### src/rtl/io_uart_tx_fifo_pkg.sv
// Shared IO map for the UART transmitter: decode bits, STATUS layout, TX FSM encoding.
package io_uart_tx_fifo_pkg;

  localparam int IO_UART_DAT_BIT  = 1;
  localparam int IO_UART_STAT_BIT = 2;

  localparam int ST_OVF   = 11;
  localparam int ST_BUSY  = 10;
  localparam int ST_FULL  = 9;
  localparam int ST_EMPTY = 8;

  typedef enum logic [1:0] {
    S_IDLE  = 2'd0,
    S_START = 2'd1,
    S_DATA  = 2'd2,
    S_STOP  = 2'd3
  } tx_state_t;

  // Clamp an occupancy value into the 4-bit STATUS count field.
  function automatic logic [3:0] sat4(input logic [31:0] v);
    return (v > 32'd15) ? 4'hF : v[3:0];
  endfunction

endpackage

### src/rtl/sync_fifo.sv
// Single-clock FIFO with AW+1 bit pointers; head is visible on dout without a read cycle.
module sync_fifo #(
  parameter int WIDTH = 8,
  parameter int AW    = 3
) (
  input  logic             clk,
  input  logic             reset,
  input  logic             push,
  input  logic [WIDTH-1:0] din,
  input  logic             pop,
  output logic [WIDTH-1:0] dout,
  output logic             full,
  output logic             empty,
  output logic [AW:0]      count
);

  logic [WIDTH-1:0] mem [2**AW];
  logic [AW:0]      wp;
  logic [AW:0]      rp;

  // Pointers differ only in the MSB when the write side has lapped the read side.
  assign full  = ((wp ^ rp) == {1'b1, {AW{1'b0}}});
  assign empty = (wp == rp);
  assign count = wp - rp;
  assign dout  = mem[rp[AW-1:0]];

  always_ff @(posedge clk) begin
    if (push && !full) begin
      mem[wp[AW-1:0]] <= din;
    end
  end

  always_ff @(posedge clk) begin
    if (reset) begin
      wp <= '0;
      rp <= '0;
    end else begin
      if (push && !full) wp <= wp + 1'b1;
      if (pop && !empty) rp <= rp + 1'b1;
    end
  end

endmodule

### src/rtl/io_uart_tx_fifo.sv
// Memory-mapped 8N1 UART transmitter: DATA stores queue bytes, STATUS reports FIFO/overflow state.
module io_uart_tx_fifo
  import io_uart_tx_fifo_pkg::*;
#(
  parameter int CLK_FREQ_HZ = 10000000,
  parameter int BAUD_RATE   = 1000000,
  parameter int FIFO_AW     = 3
) (
  input  logic        clk,
  input  logic        reset,
  input  logic [31:0] IO_mem_addr,
  input  logic [31:0] IO_mem_wdata,
  input  logic        IO_mem_wr,
  output logic [31:0] IO_mem_rdata,
  output logic        uart_tx,
  output logic        tx_busy
);

  localparam int DIV = CLK_FREQ_HZ / BAUD_RATE;
  localparam int TW  = $clog2(DIV);

  // IO_mem_wr is a one-cycle strobe with no back-pressure: a store is always
  // accepted on the edge it is sampled; a store to a full FIFO is dropped and
  // latched in the sticky overflow flag. Reads are combinational, zero wait.

  logic [13:0] word_addr;
  logic        sel_data;
  logic        sel_stat;
  logic        unused_bits;

  assign word_addr   = IO_mem_addr[15:2];
  assign sel_data    = word_addr[IO_UART_DAT_BIT];
  assign sel_stat    = word_addr[IO_UART_STAT_BIT] & ~sel_data;
  assign unused_bits = ^{IO_mem_addr[31:16], IO_mem_addr[1:0], word_addr,
                         IO_mem_wdata[31:12], IO_mem_wdata[10:8]};

  logic             push;
  logic             pop;
  logic [7:0]       head;
  logic             full;
  logic             empty;
  logic [FIFO_AW:0] count;

  assign push = IO_mem_wr & sel_data & ~full;

  sync_fifo #(
    .WIDTH (8),
    .AW    (FIFO_AW)
  ) u_fifo (
    .clk   (clk),
    .reset (reset),
    .push  (push),
    .din   (IO_mem_wdata[7:0]),
    .pop   (pop),
    .dout  (head),
    .full  (full),
    .empty (empty),
    .count (count)
  );

  logic overflow;
  logic ovf_set;
  logic ovf_clr;

  assign ovf_set = IO_mem_wr & sel_data & full;
  assign ovf_clr = IO_mem_wr & sel_stat & IO_mem_wdata[ST_OVF];

  // A drop in the same cycle as a clear keeps the flag set.
  always_ff @(posedge clk) begin
    if (reset)        overflow <= 1'b0;
    else if (ovf_set) overflow <= 1'b1;
    else if (ovf_clr) overflow <= 1'b0;
  end

  logic [31:0] status;

  always_comb begin
    status           = '0;
    status[ST_OVF]   = overflow;
    status[ST_BUSY]  = tx_busy;
    status[ST_FULL]  = full;
    status[ST_EMPTY] = empty;
    status[3:0]      = sat4(32'(count));
  end

  always_comb begin
    IO_mem_rdata = '0;
    if (!sel_data && sel_stat) IO_mem_rdata = status;
  end

  tx_state_t state, state_n;
  logic [TW-1:0] timer, timer_n;
  logic [2:0]    bit_idx, bit_idx_n;
  logic [7:0]    shift, shift_n;
  logic          tick;
  logic          tx_d;
  logic          busy_d;

  assign tick = (timer == TW'(DIV - 1));

  always_ff @(posedge clk) begin
    if (reset) begin
      state   <= S_IDLE;
      timer   <= '0;
      bit_idx <= '0;
      shift   <= '0;
      uart_tx <= 1'b1;
      tx_busy <= 1'b0;
    end else begin
      state   <= state_n;
      timer   <= timer_n;
      bit_idx <= bit_idx_n;
      shift   <= shift_n;
      uart_tx <= tx_d;
      tx_busy <= busy_d;
    end
  end

  always_comb begin
    state_n   = state;
    timer_n   = tick ? '0 : timer + 1'b1;
    bit_idx_n = bit_idx;
    shift_n   = shift;
    pop       = 1'b0;
    case (state)
      S_IDLE: begin
        timer_n = '0;
        if (!empty) begin
          pop     = 1'b1;
          shift_n = head;
          state_n = S_START;
        end
      end
      S_START: begin
        if (tick) begin
          state_n   = S_DATA;
          bit_idx_n = '0;
        end
      end
      S_DATA: begin
        if (tick) begin
          shift_n   = shift >> 1;
          bit_idx_n = bit_idx + 1'b1;
          if (bit_idx == 3'd7) state_n = S_STOP;
        end
      end
      S_STOP: begin
        // Chain straight into the next start bit when more bytes are queued.
        if (tick) begin
          if (!empty) begin
            pop     = 1'b1;
            shift_n = head;
            state_n = S_START;
          end else begin
            state_n = S_IDLE;
          end
        end
      end
      default: state_n = S_IDLE;
    endcase
  end

  always_comb begin
    tx_d = 1'b1;
    case (state)
      S_START: tx_d = 1'b0;
      S_DATA:  tx_d = shift[0];
      default: tx_d = 1'b1;
    endcase
    busy_d = ~empty | (state != S_IDLE);
  end

endmodule
### config.mk
export PLATFORM = sky130hd
export DESIGN_NAME = io_uart_tx_fifo
export DESIGN_NICKNAME = d
export VERILOG_FILES = /design/src/rtl/io_uart_tx_fifo_pkg.sv /design/src/rtl/sync_fifo.sv /design/src/rtl/io_uart_tx_fifo.sv
export SDC_FILE = /design/constraint.sdc
export NUM_CORES = 1
export LEC_CHECK = 0
export ABC_AREA = 1
export CAP_MARGIN = 20
export CORE_UTILIZATION = 30
export DETAILED_ROUTE_END_ITERATION = 10
export DONT_BUFFER_PORTS = 1
export PLACE_DENSITY_LB_ADDON = 0.05
export SLEW_MARGIN = 20
export SYNTH_ARGS = -nofsm -noshare
export SYNTH_HDL_FRONTEND = slang
export SYNTH_SLANG_ARGS = --single-unit
### constraint.sdc
create_clock -name clk -period 2.8 [get_ports clk]
set_clock_uncertainty 0.15 [all_clocks]
set_input_delay 0.28 -clock clk [delete_from_list [all_inputs] [get_ports clk]]
set_output_delay 0.28 -clock clk [all_outputs]
set_load 0.1 [all_outputs]
== Word level (Yosys, flattened, before mapping) ==
Memory sizes are Yosys's and may differ from the RTL's. A register that Yosys moved wholly into a read port is not among the register bits.
Index checks and enable logic that the tools add are counted.
Operators by class
  add/subtract/negate cells: 5
  equality and inequality tests: 12
  mux-type cells: 25
  bitwise logic cells: 11
  reductions and logical operators: 15
Operator list (number)
  two-way mux 8 bit: 3
  case mux 8 bit (3 select lines): 1
  adder 4 x 1 -> 4 bit (second input constant): 3
  two-way mux 12 bit: 1
  two-way mux 3 bit: 4
  two-way mux 2 bit: 5
  != test 2 bit (second input constant): 5
  equality test 4 bit (second input constant): 2
  case mux 2 bit (4 select lines): 1
  two-way mux 1 bit: 7
  AND 1 bit: 6
  case mux 3 bit (2 select lines): 1
  AND reduction 3 bit: 2
  nonzero test 2 bit: 3
  AND reduction 5 bit: 1
  equality test 2 bit (second input constant): 2
  equality test 4 bit: 1
  case mux 1 bit (2 select lines): 2
  subtractor 4 bit: 1
  bitwise XOR 4 bit: 1
  adder 3 x 1 -> 3 bit (second input constant): 1
  equality test 3 bit (second input constant): 1
  logical AND 1 bit: 3
  logical NOT 1 bit: 3
  other kinds (6): 8
Word-level totals
  register bits after elaboration: 28
  bits in writable memories: 64
  input bits: 67
  word-level logic and storage cells: 78
  memories: 1
Memory list
  u_fifo.mem: words 8, bits a word 8, rd ports 1, clocked after Yosys merged registers in 1, write ports 1, line sync_fifo.sv:17  | logic [WIDTH-1:0] mem [2**AW];

== Depth between registers and ports, before layout ==
Gate-level depths: netlist of run 1.
  word-level depth: 7
  mapped depth: 10
  mapped depth without buffers: 10

== By module ==
Synthesis of run 1 repeated with hierarchy kept, for this count alone.
Second synthesis, totals
  cells, all modules: 501
  area, all modules: 4569.4 um^2
By module, submodules not included
  sync_fifo: times used 1, cells each 305, area each 3239.4 um^2, sequential area each 2142.1 um^2
  io_uart_tx_fifo: times used 1, cells each 196, area each 1330.0 um^2, sequential area each 400.4 um^2

== Least setup slack after synthesis of run 1 ==
OpenSTA, ideal clock, no wires.
  path type: register -> output
  start: register u_fifo.rp[1]
  end: output IO_mem_rdata[3]
  data arrival time: 3269 ps
  setup slack: -899 ps
  stages on the path, launching flop included: 9
  cell sequence: dfxtp_1 > inv_1 > ha_1 > inv_1 > nor2_1 > o21ai_0 > nand2_1 > nand2_1 > nor3b_1
Between the ends
  longest elaborated chain between the ends: 2
Ends and longest elaborated chain
  from (decl): line sync_fifo.sv:19  | logic [AW:0] rp;
  from (signal assigned): line sync_fifo.sv:39  | if (pop && !empty) rp <= rp + 1'b1;
  subtractor 4 bit: line sync_fifo.sv:24  | assign count = wp - rp;
  two-way mux 12 bit: line io_uart_tx_fifo.sv:88  | if (!sel_data && sel_stat) IO_mem_rdata = status;
  to (decl): line io_uart_tx_fifo.sv:14  | output logic [31:0] IO_mem_rdata,
Every way passes these cells.

== Worst setup path after layout of run 1 ==
Ends and elaborated chain as after synthesis.

==> qor.yml, run 1 <==
arrival_ps: 2030
critPathKind: "flip-flop to primary output"
finalSetupTns_ps: 0
instances_no_fill: 673
synth_top_area_cell: "edfxtp_1"
path_clk_slew_ps: 70
syn_to_final_growth_pct: 14.46
clock_latency_ps: 350
postSynthAreaPerCell_um2: 9.501
drt_wl_total_um: 10030
netlist_area_um2: 4370
gp_congestion: 0.7460
die_area_um2: 15060
dp_hpwl_um: 6238
drv_cap: 0
synth_commonest_cells: "nand2_1, nand3_1, edfxtp_1, nor2_1, dfxtp_1"
yosysTopAreaCellShare_pct: 43.97
async_reset_ff_share_pct: 0
timing.rr.start: "u_fifo.rp[1]$_SDFFE_PP0P_"
power_density_nw_per_um2: 844.1
rows: 43
cp.required_ps: 2370
finalHoldViolCount: 0
grt_pass1_vias: 2866
grt_overflow_total: 0
synth_cells: 460
synth_enable_flop_cells: 64
cts_root_buf: "clkbuf_16"
die_width_um: 122.7
grt_usage_pct: 14.60
tightest_slew_ps: 1014
post-synth-top-count-cell: "nand2_1"
postCtsResizedCells: 0
crit_start: "u_fifo.rp[1]$_SDFFE_PP0P_"
grt_pass1_wl_um: 15790
drive_gt1_share_pct: 12.17
ir_drop_mv: 0.2951
cp-start-kind: "flip-flop"
holdCritStartpoint: "reset"
avgViaCountPerCell: 4.516
die_h_um: 122.7
leakagePower_nw: 1.967
antenna_left: 0
antenna_found_initial: 0
wl_per_cell_um: 14.90
drtIter0Drc: 142
core_area_um2: 14040
slew_headroom_pct: 32.15
ios: 101
drt_drc_violations_left: 0
portBuffers: 0
cts.htree.levels: 3
p_total_mw: 4.223
cts_tree: "built"
cts.sinks: 95
max_freq_mhz: 406.5
nets: 570
clockBufferDepth: 2
synth_seq_cells: 95
setup_viol: 0
final.min_clock_period_ps: 2460
initial_utilization_pct: 31.12
rsz0062_at_grt: "no"
vias: 3039
holdCritPathClass: "input port to flip-flop"
final_max_slew_viol_count: 0
post-route-period-util_pct: 87.85
crit_path_max_fanout: 5
netlist_top_cells_area: "edfxtp_1, dfxtp_1, nand2_1"
status: "finished, final reports clean"
place_inst: 646
post-cts-setup-buffer-count: 0
endpoint_kind: "primary output"
diodes: 0
synth-seq-area-share_pct: 58.17
grt_max_degree: 33
cts_inserted_buffers: 9
place_area_um2: 4618
nFillCells: 1454
final_area_um2: 5002
synth-main-ff-cell: "edfxtp_1"
drt_first_pass_iters: 5
yosysUniqueCellTypes: 30
ys_warn_count: 0
cell usage in the layout (no fill, tap or decap), types with 9 or more instances in the layout:
| master | netlist | routed |
|---|---|---|
| nand2_1 | 117 | 117 |
| nand3_1 | 69 | 69 |
| edfxtp_1 | 64 | 64 |
| nor2_1 | 41 | 34 |
| dfxtp_1 | 31 | 31 |
| inv_1 | 28 | 28 |
| conb_1 | 1 | 24 |
| buf_4 | 24 | 22 |
| a21oi_1 | 21 | 21 |
| ha_1 | 14 | 14 |
| nor2_2 | 5 | 12 |
| dlygate4sd3_1 | 0 | 11 |
| clkbuf_16 | 0 | 9 |
registers in the layout, indices dropped and copies added (netlist names), named ones only:
name / flops
bit_idx: 3
u_fifo.mem: 64
shift: 8
overflow: 1
state: 2
u_fifo.rp: 4
uart_tx: 1
tx_busy: 1
u_fifo.wp: 4
timer: 4
power breakdown:
group          internal, mW  leakage, nW  switching, mW
clock                 0.609        0.132          0.552
combinational         0.360         1.00          0.988
sequential             1.61        0.831          0.107
total                  2.58         1.97           1.65
layout make-up:
class	instances	area, um^2	share of cell area [%]
Timing Repair Buffer	33	275.3	5.503
Multi-Input combinational cell	316	1562	31.22
Tap cell	180	225.2	4.502
Inverter	33	123.9	2.476
Clock buffer	10	229.0	4.577
Clock inverter	6	45.04	0.9004
Sequential cell	95	2542	50.83
routing by layer:
layer  GRT usage (%)  vias to the layer above  wire length (um)
li1                -                     1536                 -
met1           20.33                     1431              5117
met2           21.42                       59              4412
met3           3.113                       13               311
met4           6.936                        0               190
met5               0                        -                 0
logic make-up after synthesis:
kind of cell | synth area share [%]
DFF | 58.17
xor gates and xnor gates | 1.002
AOI/OAI and AO/OA | 3.664
buffers and inverters | 8.731
and+or+nand+nor | 23.88
adders and majority gates | 4.466
other | 0.08580
final timing paths:
check                                     to  slack, ps  cells after the start
setup / recovery             IO_mem_rdata[3]        340                      9
hold / removal            tx_busy$_SDFF_PP0_         60                      3
setup reg to reg  u_fifo.mem[6][5]$_DFFE_PP_        550                      8
hold reg to reg        shift[3]$_SDFFE_PP0P_        320                      2
what timing repair did:
action | CTS | global route
hold buffers | 11 | 0
endpoints found under the hold margin | 85 | 0
endpoints found under the setup margin | 0 | 0
critical path: stages, from the launching register on:
cell and delay [ps]:
dfxtp_1 450, inv_1 70, ha_1 310, inv_1 60, nor2_1 30, o21ai_0 140
nand2_1 80, nand2_1 60, nor3b_4 170, buf_4 310
stage by stage:
stage	hold slack, ps	setup slack, ps	util (%)
after floorplan	206.1	50.87	-
after global placement	201.9	538.6	32.89
after detailed placement	201.9	517.1	32.89
after CTS	56.34	299.4	35.62
after global routing	90.50	186.2	35.62
final	64.59	340.2	35.62
Power figures use the tool's default switching activity.
==> run 2, diff against run 1 <==
CORE_UTILIZATION = 50   (was 30)
==> run 2 against run 1 <==
Register-to-register slack got worse by 50 ps; routed wire length decreased by 16%; non-clock buffer count down 2; critical endpoint unchanged; clock-buffer cell count unchanged; clock power shrank 31%.
==> qor.yml, run 2 (synthesized netlist as in run 1, its figures left out) <==
status: "finished, final reports clean"  # unchanged
dp_hpwl_um: 5341  # was 6238 um
nFillCells: 748  # was 1454
rows: 33  # was 43
timing.hold.ws_ps: 31.97  # was 64.59 ps
wl_per_cell_um: 14.14  # was 14.90 um
antenna_found_initial: 0  # unchanged
place_area_um2: 4509  # was 4618 um^2
largest_reg_flops: 64  # unchanged
syn_to_final_growth_pct: 9.619  # was 14.46%
post-route-period-util_pct: 88.19  # was 87.85%
cp-start-kind: "flip-flop"  # unchanged
holdCritPathClass: "input port to flip-flop"  # unchanged
antenna_left: 0  # unchanged
core_area_um2: 8341  # was 14040 um^2
final.min_clock_period_ps: 2469  # was 2460 ps
power_density_nw_per_um2: 803.2  # was 844.1 nW/um^2
cts_inserted_buffers: 9  # unchanged
postCtsResizedCells: 0  # unchanged
tightest_slew_ps: 942.6  # was 1014 ps
drt_drc_violations_left: 0  # unchanged
die_width_um: 95.49  # was 122.7 um
clock_latency_ps: 350  # about the same
gp_congestion: 0.7714  # was 0.7460
die_area_um2: 9118  # was 15060 um^2
multi_input_area_um2: 1562  # unchanged
avgViaCountPerCell: 5.000  # was 4.516
crit_path_max_fanout: 5  # unchanged
grt_pass1_wl_um: 13530  # was 15790 um
ir_drop_mv: 0.3689  # was 0.2951 mV
max_freq_mhz: 405.0  # was 406.5 MHz
finalSetupTns_ps: 0  # unchanged
setup_ws_ps: 330.8  # was 340.2 ps
cts.htree.levels: 3  # unchanged
arrival_ps: 2040  # was 2030 ps
path_clk_slew_ps: 90  # was 70 ps
critPathKind: "flip-flop to primary output"  # unchanged
cts_root_buf: "clkbuf_8"  # was clkbuf_16
ios: 101  # unchanged
diodes: 0  # unchanged
grt_max_degree: 33  # unchanged
dp_slack_ps: 565.9  # was 517.1 ps
instances_no_fill: 596  # was 673
p_total_mw: 3.848  # was 4.223 mW
cts.sinks: 95  # unchanged
final_common_cell: "nand2_1"  # unchanged
slew_headroom_pct: 37.07  # was 32.15%
vias: 2980  # was 3039
post-route-util_pct: 57.44  # was 35.62%
leakagePower_nw: 1.909  # was 1.967 nW
place_inst: 569  # was 646
drt_first_pass_iters: 4  # was 5
drt_wl_total_um: 8425  # was 10030 um
drive_gt1_share_pct: 11.81  # was 12.17%
setup_viol: 0  # unchanged
final_max_slew_viol_count: 0  # unchanged
final_cell_mix: "nand2_1, nand3_1, edfxtp_1, nor2_1, dfxtp_1"  # unchanged
clockBufferDepth: 2  # unchanged
drv_cap: 0  # unchanged
cp.required_ps: 2370  # about the same
grt_usage_pct: 20.28  # was 14.60%
grt_pass1_vias: 2724  # was 2866
portBuffers: 0  # unchanged
seq_area_um2: 2542  # unchanged
initial_utilization_pct: 52.40  # was 31.12%
drtIter0Drc: 118  # was 142
rsz0062_at_grt: "no"  # unchanged
cts_tree: "built"  # unchanged
die_h_um: 95.49  # was 122.7 um
grt_overflow_total: 0  # unchanged
finalHoldViolCount: 0  # unchanged
nets: 568  # was 570
endpoint_kind: "primary output"  # unchanged
final_area_um2: 4791  # was 5002 um^2
[run 2: repair_timing]
action / 4_1_cts / 5_1_grt
hold endpoints to repair: 85 / 0
endpoints found under the setup margin: 0 / 0
hold buffers: 11 / 0
setup buffers: 0 / 0
[run 2: worst max-delay path, cell delays in order (launching register included)]
cell,delay [ps]
dfxtp_1,460
inv_1,80
ha_1,310
inv_1,50
nor2_1,30
o21ai_0,130
nand2_1,90
nand2_1,60
nor3b_4,160
buf_4,310
[run 2: layout make-up]
class / count / share of cell area, %
clock buffer: 10 / 2.664
timing repair buffer: 31 / 5.432
multi-input combinational: 316 / 32.59
inverter: 33 / 2.586
clock inverter: 6 / 0.9141
sequential: 95 / 53.07
tap: 105 / 2.742
[run 2: layer usage]
layer  vias up  share of wire (%)  global-route usage [%]
met2        77                 46                   32.20
met3         7                5.0                   3.429
met4         0               0.82                   7.587
li1       1529                  -                       -
met1      1367                 48                   27.95
met5         -                  0                       0
[run 2: power by group]
| part | switching, mW | internal, mW | total (mW) |
|---|---|---|---|
| Clock | 0.473 | 0.328 | 0.801 |
| Combinational | 0.973 | 0.360 | 1.33 |
| Sequential | 0.108 | 1.61 | 1.71 |
[run 2: worst paths after layout]
| check | startpoint | to | cells after the start | slack [ps] |
|---|---|---|---|---|
| setup / recovery | u_fifo.rp[1]$_SDFFE_PP0P_ | IO_mem_rdata[3] | 9 | 330 |
| hold / removal | IO_mem_addr[3] | overflow$_SDFFE_PP0P_ | 4 | 30 |
| setup reg to reg | u_fifo.rp[1]$_SDFFE_PP0P_ | u_fifo.mem[6][4]$_DFFE_PP_ | 8 | 500 |
| hold reg to reg | bit_idx[1]$_SDFFE_PP0P_ | bit_idx[1]$_SDFFE_PP0P_ | 2 | 320 |
==> run 3, diff against run 2 <==
--- a/config.mk
+++ b/config.mk
@@ -12,4 +12,3 @@
 export DONT_BUFFER_PORTS = 1
-export PLACE_DENSITY_LB_ADDON = 0.05
-export SLEW_MARGIN = 20
+export PLACE_DENSITY = 0.76
 export SYNTH_ARGS = -nofsm -noshare
--- a/constraint.sdc
+++ b/constraint.sdc
@@ -4,2 +4,2 @@
 set_output_delay 0.28 -clock clk [all_outputs]
-set_load 0.1 [all_outputs]
+set_load 0.05 [all_outputs]
==> run 3 against run 2 <==
Die area unchanged; critical path depth decreased by 3; combinational power decreased by 15%; total power decreased by 3.7%; sequential cell count unchanged; worst hold slack improved by 4.1 ps; global-route usage decreased by 0.71 points; utilization decreased by 0.33 points; worst setup slack improved by 130 ps; critical endpoint is now IO_mem_rdata[2].
==> qor.yml, run 3 (synthesized netlist as in run 1, its figures left out) <==
slew_headroom_pct: 40.13  # was 37.07%
grt_max_degree: 33  # unchanged
largest_reg_flops: 64  # unchanged
p_total_mw: 3.704  # was 3.848 mW
nFillCells: 684  # was 748
finalHoldViolCount: 0  # unchanged
die_h_um: 95.49  # unchanged
wl_met2_um: 4284  # was 3868 um
crit_buf_inv: 2  # was 3
grt_overflow_total: 0  # unchanged
final_max_slew_viol_count: 0  # unchanged
cp.required_ps: 2370  # about the same
core_area_um2: 8341  # unchanged
setup_ws_ps: 457.2  # was 330.8 ps
path_cells: "inv_1 > ha_1 > fa_1 > xor2_1 > nor2_1 > buf_4"  # was inv_1 > ha_1 > inv_1 > nor2_1 > o21ai_0 > nand2_1 > nand2_1 > nor3b_4 > buf_4
drt_wl_total_um: 8093  # was 8425 um
antenna_found_initial: 0  # unchanged
slowest_stage: "dfxtp_1"  # unchanged
wl_per_cell_um: 13.62  # was 14.14 um
tightest_slew_ps: 895.1  # was 942.6 ps
final.min_clock_period_ps: 2343  # was 2469 ps
post-route-period-util_pct: 83.67  # was 88.19%
rsz0062_at_grt: "no"  # unchanged
final_cell_mix: "nand2_1, nand3_1, edfxtp_1, nor2_1, dfxtp_1"  # unchanged
drv_cap: 0  # unchanged
switchingPower_mw: 1.411  # was 1.555 mW
clock_power_share_pct: 23.1  # was 20.8%
max_freq_mhz: 426.8  # was 405.0 MHz
die_width_um: 95.49  # unchanged
top_layer: "met4"  # unchanged
cts_hold_buf: 11  # unchanged
crit_path_max_fanout: 5  # unchanged
avgViaCountPerCell: 5.141  # was 5.000
cts_root_buf: "clkbuf_8"  # unchanged
ir_drop_mv: 0.4835  # was 0.3689 mV
drive_gt1_share_pct: 10.22  # was 11.81%
post-cts-setup-buffer-count: 0  # unchanged
finalSetupTns_ps: 0  # unchanged
cpPeakStageDelay_ps: 410  # was 460 ps
combPwrFrac_pct: 30.4  # was 34.7%
setup_viol: 0  # unchanged
cts.htree.levels: 3  # unchanged
power_density_nw_per_um2: 777.6  # was 803.2 nW/um^2
p_sw_share_pct: 38.08  # was 40.40%
die_area_um2: 9118  # unchanged
dp_hpwl_um: 5278  # was 5341 um
drtIter0Drc: 157  # was 118
p_seq_share_pct: 46.5  # was 44.5%
diodes: 0  # unchanged
seq_area_um2: 2542  # unchanged
arrival_ps: 1910  # was 2040 ps
cts_tree: "built"  # unchanged
rows: 33  # unchanged
timing.hold.ws_ps: 36.04  # was 31.97 ps
m1WireLength_um: 3273  # was 4063 um
path_delay_family: "adder cells"  # was flip-flops
holdCritPathClass: "input port to flip-flop"  # unchanged
path_clk_slew_ps: 90  # about the same
nets: 566  # was 568
grt_pass1_vias: 2725  # was 2724
ios: 101  # unchanged
syn_to_final_growth_pct: 8.989  # was 9.619%
clock_latency_ps: 360  # was 350 ps
dp_slack_ps: 626.2  # was 565.9 ps
grt_pass1_wl_um: 13030  # was 13530 um
leakagePower_nw: 1.910  # was 1.909 nW
multi_input_area_um2: 1538  # was 1562 um^2
postCtsResizedCells: 0  # unchanged
critPathKind: "flip-flop to primary output"  # unchanged
gp_congestion: 0.7914  # was 0.7714
drt_drc_violations_left: 0  # unchanged
met3RoutedLength_um: 472  # was 424 um
drt_first_pass_iters: 4  # unchanged
p_int_mw: 2.293  # was 2.294 mW
status: "finished, final reports clean"  # unchanged
antenna_left: 0  # unchanged
final_common_cell: "nand2_1"  # unchanged
cts.sinks: 95  # unchanged
endpoint_kind: "primary output"  # unchanged
initial_utilization_pct: 52.40  # unchanged
vias: 3054  # was 2980
cp-start-kind: "flip-flop"  # unchanged
cts_inserted_buffers: 9  # unchanged
clockBufferDepth: 2  # unchanged
portBuffers: 0  # unchanged
grt_usage_pct: 19.57  # was 20.28%
[run 3: changes by cell type in the layout (fill, tap and decap cells not counted), sizes merged]
cell      before  now
clkinv         4    2
inv           34   38
buf           20   18
clkbuf        10    9
clkinvlp       1    0
[run 3: path summary, 6_finish.rpt]
kind | to | cells past startpoint | startpoint | slack [ps]
hold reg to reg | bit_idx[2]$_SDFFE_PP0P_ | 2 | bit_idx[2]$_SDFFE_PP0P_ | 320
setup reg to reg | u_fifo.mem[6][4]$_DFFE_PP_ | 8 | u_fifo.rp[1]$_SDFFE_PP0P_ | 600
setup / recovery | IO_mem_rdata[2] | 6 | u_fifo.wp[0]$_SDFFE_PP0P_ | 460
hold / removal | overflow$_SDFFE_PP0P_ | 4 | IO_mem_addr[3] | 40
[run 3: stage by stage]
stage	instance area (um^2)	cells	util (%)
global route	4763	594	57.11
finish	4763	594	57.11
floorplan	4457	483	-
CTS	4763	594	57.11
detailed placement	4471	567	53.60
global placement	4471	567	53.60
[run 3: area by class of cell]
cell class	count	area share, %
well taps	105	2.758
repair buffers	29	5.148
multi-input cells	316	32.28
clock inverters	7	1.235
flip-flops and latches	95	53.38
clock buffers	9	2.600
inverters	33	2.600
[run 3: power by group through the flow]
stage | registers, mW | logic [mW] | clock network (mW)
after floorplan | 1.73 | 0.956 | 0
after global placement | 1.75 | 1.06 | 0
after detailed placement | 1.75 | 1.10 | 0
after CTS | 1.72 | 1.13 | 0.872
after global routing | 1.74 | 1.28 | 0.932
final | 1.72 | 1.13 | 0.855
[run 3: metal layers]
metal,vias to the layer above,track usage [%]
li1,1526,-
met4,0,5.846
met3,5,5.104
met5,-,0
met1,1434,23.75
met2,89,34.11
[run 3: worst reg2reg max path, cell delays in order, from the launching register on]
cell	delay, ps
dfxtp_1	440
inv_1	70
ha_1	310
nand3_1	140
nor2_2	80
nor2_1	170
nand2_1	160
nor3_1	160
buf_4	230
